`config.mk`:
```
export PLATFORM = sky130hd
export DESIGN_NAME = fifo_wr_arbiter
export DESIGN_NICKNAME = d
export VERILOG_FILES = /design/src/rtl/fifo_wr_arbiter.sv
export SDC_FILE = /design/constraint.sdc
export NUM_CORES = 1
export LEC_CHECK = 0
export CORE_UTILIZATION = 35
export CTS_CLUSTER_DIAMETER = 60
export DETAILED_ROUTE_END_ITERATION = 7
export HOLD_SLACK_MARGIN = 0.02
export PLACE_DENSITY = 0.84
export REMOVE_ABC_BUFFERS = 1
export SYNTH_ARGS = -nofsm -noshare
export SYNTH_HDL_FRONTEND = slang
export SYNTH_SLANG_ARGS = --single-unit
```
`constraint.sdc`:
```
create_clock -name clk -period 2.5 [get_ports clk]
set_input_delay 0.75 -clock clk [delete_from_list [all_inputs] [get_ports clk]]
set_output_delay 0.75 -clock clk [all_outputs]
set_load 0.02 [all_outputs]
```
`src/rtl/fifo_wr_arbiter.sv`:
```
// Round-robin arbiter that shares one FIFO write port among NUM_REQ valid/ready producers in bursts of up to MAX_BURST beats.
// Beats pass through with zero latency after a one-cycle arbitration. fifo_full stalls the current owner without releasing its grant.
module fifo_wr_arbiter #(
    parameter int NUM_REQ    = 4,
    parameter int FIFO_WIDTH = 16,
    parameter int MAX_BURST  = 4
) (
    input  logic                          clk,
    input  logic                          rst,
    input  logic [NUM_REQ-1:0]            req_valid,
    input  logic [NUM_REQ*FIFO_WIDTH-1:0] req_data,
    output logic [NUM_REQ-1:0]            req_ready,
    output logic                          fifo_wr_en,
    output logic [FIFO_WIDTH-1:0]         fifo_data_in,
    input  logic                          fifo_full,
    input  logic                          fifo_wr_ack,
    input  logic                          fifo_overflow,
    output logic [NUM_REQ-1:0]            grant,
    output logic                          busy,
    output logic [15:0]                   xfer_cnt,
    output logic                          ack_err,
    output logic                          ovf_err
);
    localparam int IDXW = $clog2(NUM_REQ);
    localparam logic [0:0] S_IDLE  = 1'b0;
    localparam logic [0:0] S_BURST = 1'b1;
    localparam logic [3:0] BEAT_LAST = 4'(MAX_BURST - 1);

    logic [0:0]         r_state;
    logic [NUM_REQ-1:0] r_grant;
    logic [IDXW-1:0]    r_owner;
    logic [IDXW-1:0]    r_last;
    logic [3:0]         r_beat_cnt;
    logic [15:0]        r_xfer_cnt;
    logic               r_wr_pend;
    logic               r_ack_err;
    logic               r_ovf_err;

    logic               w_in_burst;
    logic               w_owner_vld;
    logic               w_xfer;
    logic               w_any;
    logic [IDXW-1:0]    w_win;
    logic [IDXW-1:0]    w_idx;

    assign w_in_burst  = (r_state == S_BURST);
    assign w_owner_vld = req_valid[r_owner];
    assign w_xfer      = !rst && w_in_burst && w_owner_vld && !fifo_full;

    assign req_ready    = (!rst && w_in_burst && !fifo_full) ? r_grant : '0;
    assign fifo_wr_en   = w_xfer;
    assign fifo_data_in = w_xfer ? req_data[int'(r_owner)*FIFO_WIDTH +: FIFO_WIDTH] : '0;
    assign grant        = r_grant;
    assign busy         = w_in_burst;
    assign xfer_cnt     = r_xfer_cnt;
    assign ack_err      = r_ack_err;
    assign ovf_err      = r_ovf_err;

    // Scan downward so the candidate closest after r_last is written last and wins.
    always_comb begin
        w_win = r_last;
        w_any = 1'b0;
        w_idx = '0;
        for (int i = NUM_REQ; i >= 1; i--) begin
            w_idx = IDXW'((int'(r_last) + i) % NUM_REQ);
            if (req_valid[w_idx]) begin
                w_win = w_idx;
                w_any = 1'b1;
            end
        end
    end

    always_ff @(posedge clk) begin
        if (rst) begin
            r_state    <= S_IDLE;
            r_grant    <= '0;
            r_owner    <= '0;
            r_last     <= IDXW'(NUM_REQ - 1);
            r_beat_cnt <= '0;
            r_xfer_cnt <= '0;
            r_wr_pend  <= 1'b0;
            r_ack_err  <= 1'b0;
            r_ovf_err  <= 1'b0;
        end else begin
            r_wr_pend <= w_xfer;
            if (r_wr_pend && !fifo_wr_ack) r_ack_err <= 1'b1;
            if (fifo_overflow)             r_ovf_err <= 1'b1;
            if (w_xfer)                    r_xfer_cnt <= r_xfer_cnt + 16'd1;

            if (r_state == S_IDLE) begin
                if (w_any && !fifo_full) begin
                    r_state    <= S_BURST;
                    r_grant    <= {{(NUM_REQ-1){1'b0}}, 1'b1} << w_win;
                    r_owner    <= w_win;
                    r_beat_cnt <= '0;
                end
            end else if (!fifo_full) begin
                // A full FIFO freezes the burst; release only on last beat or producer drop.
                if (!w_owner_vld || r_beat_cnt == BEAT_LAST) begin
                    r_state <= S_IDLE;
                    r_last  <= r_owner;
                    r_grant <= '0;
                end else begin
                    r_beat_cnt <= r_beat_cnt + 4'd1;
                end
            end
        end
    end
endmodule
```
==> impl_results.rst, run 1 <==
.. list-table::
   :header-rows: 1

   * - Metric
     - Value
   * - Result of the run
     - complete, but fails checks
   * - Violations in the final reports
     - setup timing
   * - Proportion of total power due to net switching
     - 27.9%
   * - Part of the Yosys area used for sequential elements
     - 31.3%
   * - Hold-critical path endpoint
     - ovf_err
   * - Synth warnings
     - 0
   * - Multi-input combinational cell area
     - 1460 sq um
   * - Via count of the first global-routing pass
     - 2,353
   * - Drt via density
     - 5.46
   * - Pwr Total
     - 1380 uW
   * - Share of async-settable or async-resettable flops after synthesis
     - 0%
   * - Worst min path class
     - reg -> reg
   * - Yosys reg bits
     - 32
   * - Slew at the pin with the worst max-slew slack
     - 0.583 ns
   * - Maximum achievable frequency
     - 384 MHz
   * - Antenna Nets Post-Route
     - 0
   * - Post-synth design cell area
     - 2050 sq um
   * - Combined global-route utilization of all metal layers
     - 24.5%
   * - Clock network fraction of design power
     - 30.4%
   * - Post-synth EDFFs
     - 0
   * - Area grow syn2layout
     - 81.2%
   * - Hold buffer count at CTS
     - 0
   * - Slew Limit Headroom
     - 60.9%
   * - Count of fill cells added during filler insertion
     - 455
   * - P_sw
     - 385 uW
   * - Leak pwr
     - 0.00150 uW
   * - Final global-route overflow total
     - 0
   * - Required @ worst endpoint
     - 1.75 ns
   * - Hold slack
     - 0.467 ns
   * - Count of vias placed by the detailed router
     - 2,355
   * - Synth unique cells
     - 38
   * - Reg2reg setup slack
     - 0.26 ns
   * - Flip-flop and latch area
     - 643 sq um
   * - Worst Path Arrival
     - 1.85 ns
   * - Htree depth
     - 2
   * - Sequential share of power
     - 39.0%
   * - Proportion of layout cells with a drive suffix above 1
     - 31.8%
   * - Clk buf depth
     - 2
   * - Final critical-path required period
     - 2.60 ns
   * - Cell Chain, Critical Path
     - buf_8, mux4_2, buf_6, and3_4, buf_6
   * - Number of CTS-inserted buffers
     - 5
   * - Initial antenna violation count
     - 0
   * - Worst-path clk slew
     - 0.07 ns
   * - Total routed wirelength
     - 7410 um
   * - Master cell of the clock root buffer
     - sky130_fd_sc_hd__clkbuf_8
   * - Initial drt markers
     - 94
   * - Clock tree from TritonCTS
     - done
   * - Setup skew after layout
     - 0.00438 ns
   * - Wire length of the first global-routing pass
     - 11,500 um
   * - Maximum fanout encountered on the critical timing path
     - 5
   * - Share of Yosys cell area claimed by the top area cell type
     - 31.3%
   * - Cell internal pwr
     - 994 uW
   * - Post-synthesis cell type with the largest combined area
     - sky130_fd_sc_hd__dfxtp_1
   * - Leading register cell type out of synthesis
     - sky130_fd_sc_hd__dfxtp_1
   * - Effective utilization at floorplan
     - 36.7%
   * - Crit share post-route
     - 104%
   * - Most used cell along the critical path
     - sky130_fd_sc_hd__buf_6
   * - Max incr delay on CP
     - 0.54 ns
   * - Top delay family on crit path
     - multiplexers
   * - Number of failing setup endpoints in the final timing report
     - 15
   * - Insertion delay to the later sink of the worst-skew pair
     - 0.29 ns
   * - Routed length per placed instance
     - 17.2 um
   * - Sum of buffers and inverters on the critical path
     - 3
   * - Capture instance of the worst register-to-register path
     - xfer_cnt[7]
   * - I/O Pins
     - 117
   * - Die span in x
     - 78.5 um
   * - Startpoint Class
     - input port
   * - Hold Path Stages
     - 2
   * - DP Wirelength
     - 4900 um
   * - Startpoint of the most critical register-to-register path
     - r_owner[1]
   * - Hold Vio Cnt, Final
     - 0
   * - Average cell area after synthesis
     - 9.57 sq um
   * - Combinational share of power
     - 30.6%
   * - Gp weighted congestion
     - 0.807
   * - Port bufs
     - 116
   * - Maximum number of pins on one net before global-route repair
     - 38
   * - Die Y
     - 78.5 um
   * - Worst ir drop on vdd
     - 0.345 mV
   * - Slowest stage cell, crit path
     - sky130_fd_sc_hd__mux4_2
   * - Number of pins with negative max-slew slack in the final report
     - 0
   * - Gate count after technology mapping
     - 214
   * - Setup repair after global routing missed its margin
     - true
   * - CP Capture Type
     - output port
   * - Full die area
     - 6160 sq um
   * - First-pass detailed-route iteration total
     - 4
   * - Cell types occupying the most area after synthesis
     - sky130_fd_sc_hd__dfxtp_1 (31%), sky130_fd_sc_hd__mux4_2 (14%), sky130_fd_sc_hd__and3_1 (6.1%)
   * - Power density over cell area
     - 372 nW/um^2
   * - Hold path startpoint
     - ovf_err
   * - Net total in the final layout
     - 433
   * - Worst Setup Slack, final
     - -0.103 ns
   * - Worst setup path category
     - in -> out
   * - R2R cell count
     - 10
   * - Placement-stage worst setup slack
     - -0.893 ns
   * - Antenna diode instance count
     - 0
   * - Residual DRC count
     - 0
   * - Area of the placeable core
     - 5570 sq um
   * - Standard-cell rows
     - 27
   * - Sink Count
     - 32
   * - # Max-Cap Violations
     - 0
## flip-flops by register name (all words and copies together) (netlist names)
| register | cells |
|---|---|
| ack_err | 1 |
| busy | 1 |
| grant | 4 |
| ovf_err | 1 |
| r_beat_cnt | 4 |
| r_last | 2 |
| r_owner | 2 |
| r_wr_pend | 1 |
| xfer_cnt | 16 |
## layer usage
metal / part of all wire (%) / wire [um] / track usage (%)
met5: 0 / 0 / 0
met4: 1.6 / 118 / 9.07
met3: 4.9 / 360 / 5.93
met1: 43 / 3160 / 29.5
met2: 51 / 3770 / 42.2
## kinds of logic after synthesis
group           share of synthesized area, %
simple gates                            28.7
compound gates                          11.0
flops                                   31.3
buf+inv                                 4.52
mux                                     19.4
xor+xnor                                3.85
fa+ha+maj                               1.22
## tightest hold or removal path: stages (launching register included)
cell,delay [ns]
sky130_fd_sc_hd__dfxtp_1,0.32
sky130_fd_sc_hd__nor2_1,0.04
sky130_fd_sc_hd__nor2_1,0.07
## timing repair
action | in CTS | in global routing
pin swaps | 17 | 1
endpoints found under the hold margin | 0 | 0
endpoints found under the setup margin | 21 | 16
resized for setup | 258 | 2
cloned | 4 | 1
setup buffers | 14 | 0
## synthesized netlist by cell type, types with 5 or more instances
cell type                  instances
sky130_fd_sc_hd__dfxtp_1          32
sky130_fd_sc_hd__and3_1           20
sky130_fd_sc_hd__a21oi_1          16
sky130_fd_sc_hd__nor2_1           16
sky130_fd_sc_hd__mux4_2           13
sky130_fd_sc_hd__o21ai_0          11
sky130_fd_sc_hd__nand3_1           9
sky130_fd_sc_hd__or3_1             9
sky130_fd_sc_hd__and2_1            8
sky130_fd_sc_hd__nand4_1           8
sky130_fd_sc_hd__xor2_1            8
sky130_fd_sc_hd__clkbuf_1          7
sky130_fd_sc_hd__nand2_1           6
sky130_fd_sc_hd__nor3_1            6
sky130_fd_sc_hd__buf_2             5
## worst max path at each step
stage               slack (ns)         start  depth (start not counted)          endpoint
floorplan                -0.80     fifo_full                          2   fifo_data_in[0]
finish                   -0.10  req_valid[3]                          5   fifo_data_in[5]
CTS                      -0.09  req_valid[3]                          5   fifo_data_in[5]
detailed placement       -0.89  req_valid[3]                          4  fifo_data_in[14]
global route             -0.12  req_valid[3]                          5  fifo_data_in[14]
global placement         -0.85  req_valid[3]                          4  fifo_data_in[14]
## power by group through the flow
stage	Clock [uW]	Combinational, uW	Sequential (uW)
finish	419	422	538
global route	450	448	540
CTS	425	407	536
detailed placement	0	354	545
global placement	0	346	545
floorplan	0	124	567
## final cells by class
cell class                      instances  area share, %
Timing Repair Buffer                  149           38.1
Clock inverter                          2          0.270
Sequential cell                        32           17.3
Tap cell                               72           2.43
Multi-Input combinational cell        167           39.4
Inverter                                3          0.304
Clock buffer                            6           2.23
## through the flow
stage          TNS, ns  std cells  instance area, sq um  utilization [%]
6_report        -0.965        431                  3710             66.5
5_1_grt          -1.20        431                  3710             66.5
4_1_cts         -0.716        430                  3680             66.0
3_5_place_dp    -21.24        404                  3360             60.3
3_3_place_gp    -18.96        404                  3360             60.3
2_1_floorplan   -21.15        199                  1970                -
## placed cells by master (no fill, tap or decap), drive strengths merged, types with 2 or more instances in the layout
master,count
dlygate4sd2,60
buf,59
dfxtp,32
clkdlybuf4s50,25
mux4,20
and3,20
a21oi,16
nor2,16
o21ai,11
or3,10
nand3,9
nand4,9
xor2,8
and2,8
clkbuf,7
nor3,6
nand2,6
nand3b,4
o32ai,4
clkdlybuf4s15,4
inv,3
nand2b,3
or2,2
and4,2
ha,2
clkinv,2
Power figures use the tool's default switching activity.
==> run 2: changes to the inputs <==
--- a/config.mk
+++ b/config.mk
@@ -5,6 +5,7 @@
 export SDC_FILE = /design/constraint.sdc
 export NUM_CORES = 1
 export LEC_CHECK = 0
+export CORE_MARGIN = 10
 export CORE_UTILIZATION = 35
 export CTS_CLUSTER_DIAMETER = 60
 export DETAILED_ROUTE_END_ITERATION = 7
==> run 2 against run 1 <==
  * The run still ends with setup timing left
  * Combinational power fell by 3%
  * Global-route usage fell by 5.2 points
  * First-iteration DRC count fell by 5.3%
  * Clock power barely moved
  * Hold slack got worse by 0.0037 ns
  * Setup slack improved by 0.056 ns
  * Design area rose by 1.9%
==> impl_results.rst, run 2 (synthesis gave the netlist of run 1 again) <==
.. list-table::
   :header-rows: 1

   * - Metric
     - Value
   * - Required @ worst endpoint
     - 1.75 ns (about the same)
   * - Die span in x
     - 96.5 um (was 78.5 um)
   * - Worst min path class
     - reg -> reg (unchanged)
   * - Slew at the pin with the worst max-slew slack
     - 0.522 ns (was 0.583 ns)
   * - Power density over cell area
     - 362 nW/um^2 (was 372 nW/um^2)
   * - Flip-flop count of the largest register after layout
     - 16 (unchanged)
   * - Insertion delay to the later sink of the worst-skew pair
     - 0.29 ns (about the same)
   * - Worst ir drop on vdd
     - 0.266 mV (was 0.345 mV)
   * - Worst Path Arrival
     - 1.80 ns (was 1.85 ns)
   * - Via count of the first global-routing pass
     - 2,542 (was 2,353)
   * - # Max-Cap Violations
     - 0 (unchanged)
   * - Maximum number of pins on one net before global-route repair
     - 38 (unchanged)
   * - Slew Limit Headroom
     - 65.2% (was 60.9%)
   * - Full die area
     - 9310 sq um (was 6160 sq um)
   * - Combined global-route utilization of all metal layers
     - 19.3% (was 24.5%)
   * - Setup skew after layout
     - 0.00731 ns (was 0.00438 ns)
   * - CP Capture Type
     - output port (unchanged)
   * - Port bufs
     - 116 (unchanged)
   * - Post-Place Cell Area
     - 3390 sq um (was 3360 sq um)
   * - Maximum achievable frequency
     - 393 MHz (was 384 MHz)
   * - Leak pwr
     - 0.00148 uW (was 0.00150 uW)
   * - Combinational share of power
     - 29.9% (was 30.6%)
   * - Initial drt markers
     - 89 (was 94)
   * - Cell Count, Final, Fillers Out
     - 432 (was 431)
   * - First-pass detailed-route iteration total
     - 4 (unchanged)
   * - Area grow syn2layout
     - 84.7% (was 81.2%)
   * - DP Wirelength
     - 6070 um (was 4900 um)
   * - Sink Count
     - 32 (unchanged)
   * - Critical path destination
     - fifo_data_in[10] (was fifo_data_in[5])
   * - I/O Pins
     - 117 (unchanged)
   * - Final Util
     - 67.8% (was 66.5%)
   * - Sequential share of power
     - 39.4% (was 39.0%)
   * - Area of the placeable core
     - 5570 sq um (unchanged)
   * - Gp weighted congestion
     - 0.834 (was 0.807)
   * - Count of fill cells added during filler insertion
     - 465 (was 455)
   * - Clock tree from TritonCTS
     - done (unchanged)
   * - Proportion of total power due to net switching
     - 27.9% (about the same)
   * - R2R cell count
     - 6 (was 10)
   * - Wire length of the first global-routing pass
     - 13,600 um (was 11,500 um)
   * - Worst-path clk slew
     - 0.07 ns (about the same)
   * - Die Y
     - 96.5 um (was 78.5 um)
   * - Standard-cell rows
     - 27 (unchanged)
   * - Met2 routed WL
     - 4990 um (was 3770 um)
   * - Hold buffer count at CTS
     - 0 (unchanged)
   * - Number of failing setup endpoints in the final timing report
     - 6 (was 15)
   * - Final global-route overflow total
     - 0 (unchanged)
   * - Reg2reg setup slack
     - 0.52 ns (was 0.26 ns)
   * - Cell internal pwr
     - 987 uW (was 994 uW)
   * - Hold Vio Cnt, Final
     - 0 (unchanged)
   * - Residual DRC count
     - 0 (unchanged)
   * - Result of the run
     - complete, but fails checks (unchanged)
   * - Post-route cell area
     - 3780 sq um (was 3710 sq um)
   * - Master cell of the clock root buffer
     - sky130_fd_sc_hd__clkbuf_8 (unchanged)
   * - Net total in the final layout
     - 432 (was 433)
   * - Worst setup path category
     - in -> out (unchanged)
   * - Final critical-path required period
     - 2.55 ns (was 2.60 ns)
   * - Setup repair after global routing missed its margin
     - true (unchanged)
   * - Hold Path Stages
     - 2 (unchanged)
   * - Routed length per placed instance
     - 20.7 um (was 17.2 um)
   * - Length of routed met3 wiring
     - 492 um (was 360 um)
   * - Count of vias placed by the detailed router
     - 2,409 (was 2,355)
   * - Startpoint Class
     - input port (unchanged)
   * - Capture instance of the worst register-to-register path
     - r_last[0] (was xfer_cnt[7])
   * - Maximum fanout encountered on the critical timing path
     - 1 (was 5)
   * - CP Launch Point
     - req_data[58] (was req_valid[3])
   * - Initial antenna violation count
     - 2 (was 0)
   * - Worst Setup Slack, final
     - -0.0465 ns (was -0.103 ns)
   * - Violations in the final reports
     - setup timing (unchanged)
   * - Placed cell count
     - 408 (was 404)
   * - Most common cell after layout, fill and taps aside
     - sky130_fd_sc_hd__clkdlybuf4s15_1 (was sky130_fd_sc_hd__dlygate4sd2_1)
   * - Drt via density
     - 5.58 (was 5.46)
   * - Clk buf depth
     - 2 (unchanged)
   * - Total routed wirelength
     - 8940 um (was 7410 um)
   * - Effective utilization at floorplan
     - 36.7% (unchanged)
   * - Most frequent cells in the layout
     - sky130_fd_sc_hd__clkdlybuf4s15_1 (39), sky130_fd_sc_hd__dfxtp_1 (30), sky130_fd_sc_hd__buf_6 (27) (was sky130_fd_sc_hd__dlygate4sd2_1 (60), sky130_fd_sc_hd__buf_6 (32), sky130_fd_sc_hd__dfxtp_1 (30))
   * - Antenna Nets Post-Route
     - 0 (unchanged)
   * - Startpoint of the most critical register-to-register path
     - r_owner[1] (unchanged)
   * - Routed length on met1
     - 3300 um (was 3160 um)
   * - Number of CTS-inserted buffers
     - 5 (unchanged)
   * - Clock network fraction of design power
     - 30.7% (was 30.4%)
   * - Htree depth
     - 2 (unchanged)
   * - P_sw
     - 382 uW (was 385 uW)
   * - Number of pins with negative max-slew slack in the final report
     - 0 (unchanged)
   * - Proportion of layout cells with a drive suffix above 1
     - 31.3% (was 31.8%)
   * - Crit share post-route
     - 102% (was 104%)
   * - Top metal layer carrying routed signals
     - met4 (unchanged)
[run 2: repair_timing]
action / 4_1_cts / 5_1_grt
resized for setup: 254 / 45
pin swaps: 17 / 13
setup buffers: 12 / 0
endpoints found under the setup margin: 21 / 20
gates cloned: 6 / 0
[run 2: worst min-delay path by stage]
| stage | from | to | slack [ns] |
|---|---|---|---|
| after floorplan | r_wr_pend | ack_err | 0.43 |
| after global routing | ovf_err | ovf_err | 0.50 |
| after detailed placement | r_wr_pend | ack_err | 0.46 |
| after CTS | ovf_err | ovf_err | 0.47 |
| final | r_wr_pend | ack_err | 0.46 |
| after global placement | r_wr_pend | ack_err | 0.44 |
[run 2: routing by layer]
layer / vias up / global-route usage [%]
li1: 1112 / -
met1: 1201 / 20.8
met2: 79 / 35.4
met3: 17 / 4.01
met4: 0 / 8.35
met5: - / 0
[run 2: power groups by stage]
stage          sequential, uW  combinational (uW)  clock [uW]
2_1_floorplan             567                 124           0
3_3_place_gp              545                 351           0
4_1_cts                   537                 400         429
5_1_grt                   541                 436         454
3_5_place_dp              546                 363           0
6_report                  540                 409         420
[run 2: layout make-up]
type | instances | area, sq um | share of cell area (%)
antenna | 2 | 5.00 | 0.132
clock buffer | 7 | 86.3 | 2.28
clock inverter | 1 | 7.51 | 0.199
inverter | 3 | 11.3 | 0.298
multi-input combinational | 167 | 1460 | 38.6
sequential | 32 | 643 | 17.0
tap | 72 | 90.1 | 2.38
timing repair buffer | 148 | 1480 | 39.1
[run 2: stage by stage]
stage	total power [uW]	hold slack, ns	TNS, ns	worst slack, ns
floorplan	691	0.433	-21.15	-0.796
global placement	896	0.443	-19.03	-0.873
detailed placement	909	0.457	-20.41	-0.896
CTS	1370	0.472	-0.175	-0.0225
global route	1430	0.499	-0.223	-0.0518
finish	1370	0.463	-0.106	-0.0465
[run 2: critical path: stages]
cell and delay, ns:
sky130_fd_sc_hd__clkdlybuf4s15_1 0.23, sky130_fd_sc_hd__mux4_2 0.50, sky130_fd_sc_hd__and3_4 0.19, sky130_fd_sc_hd__buf_6 0.12
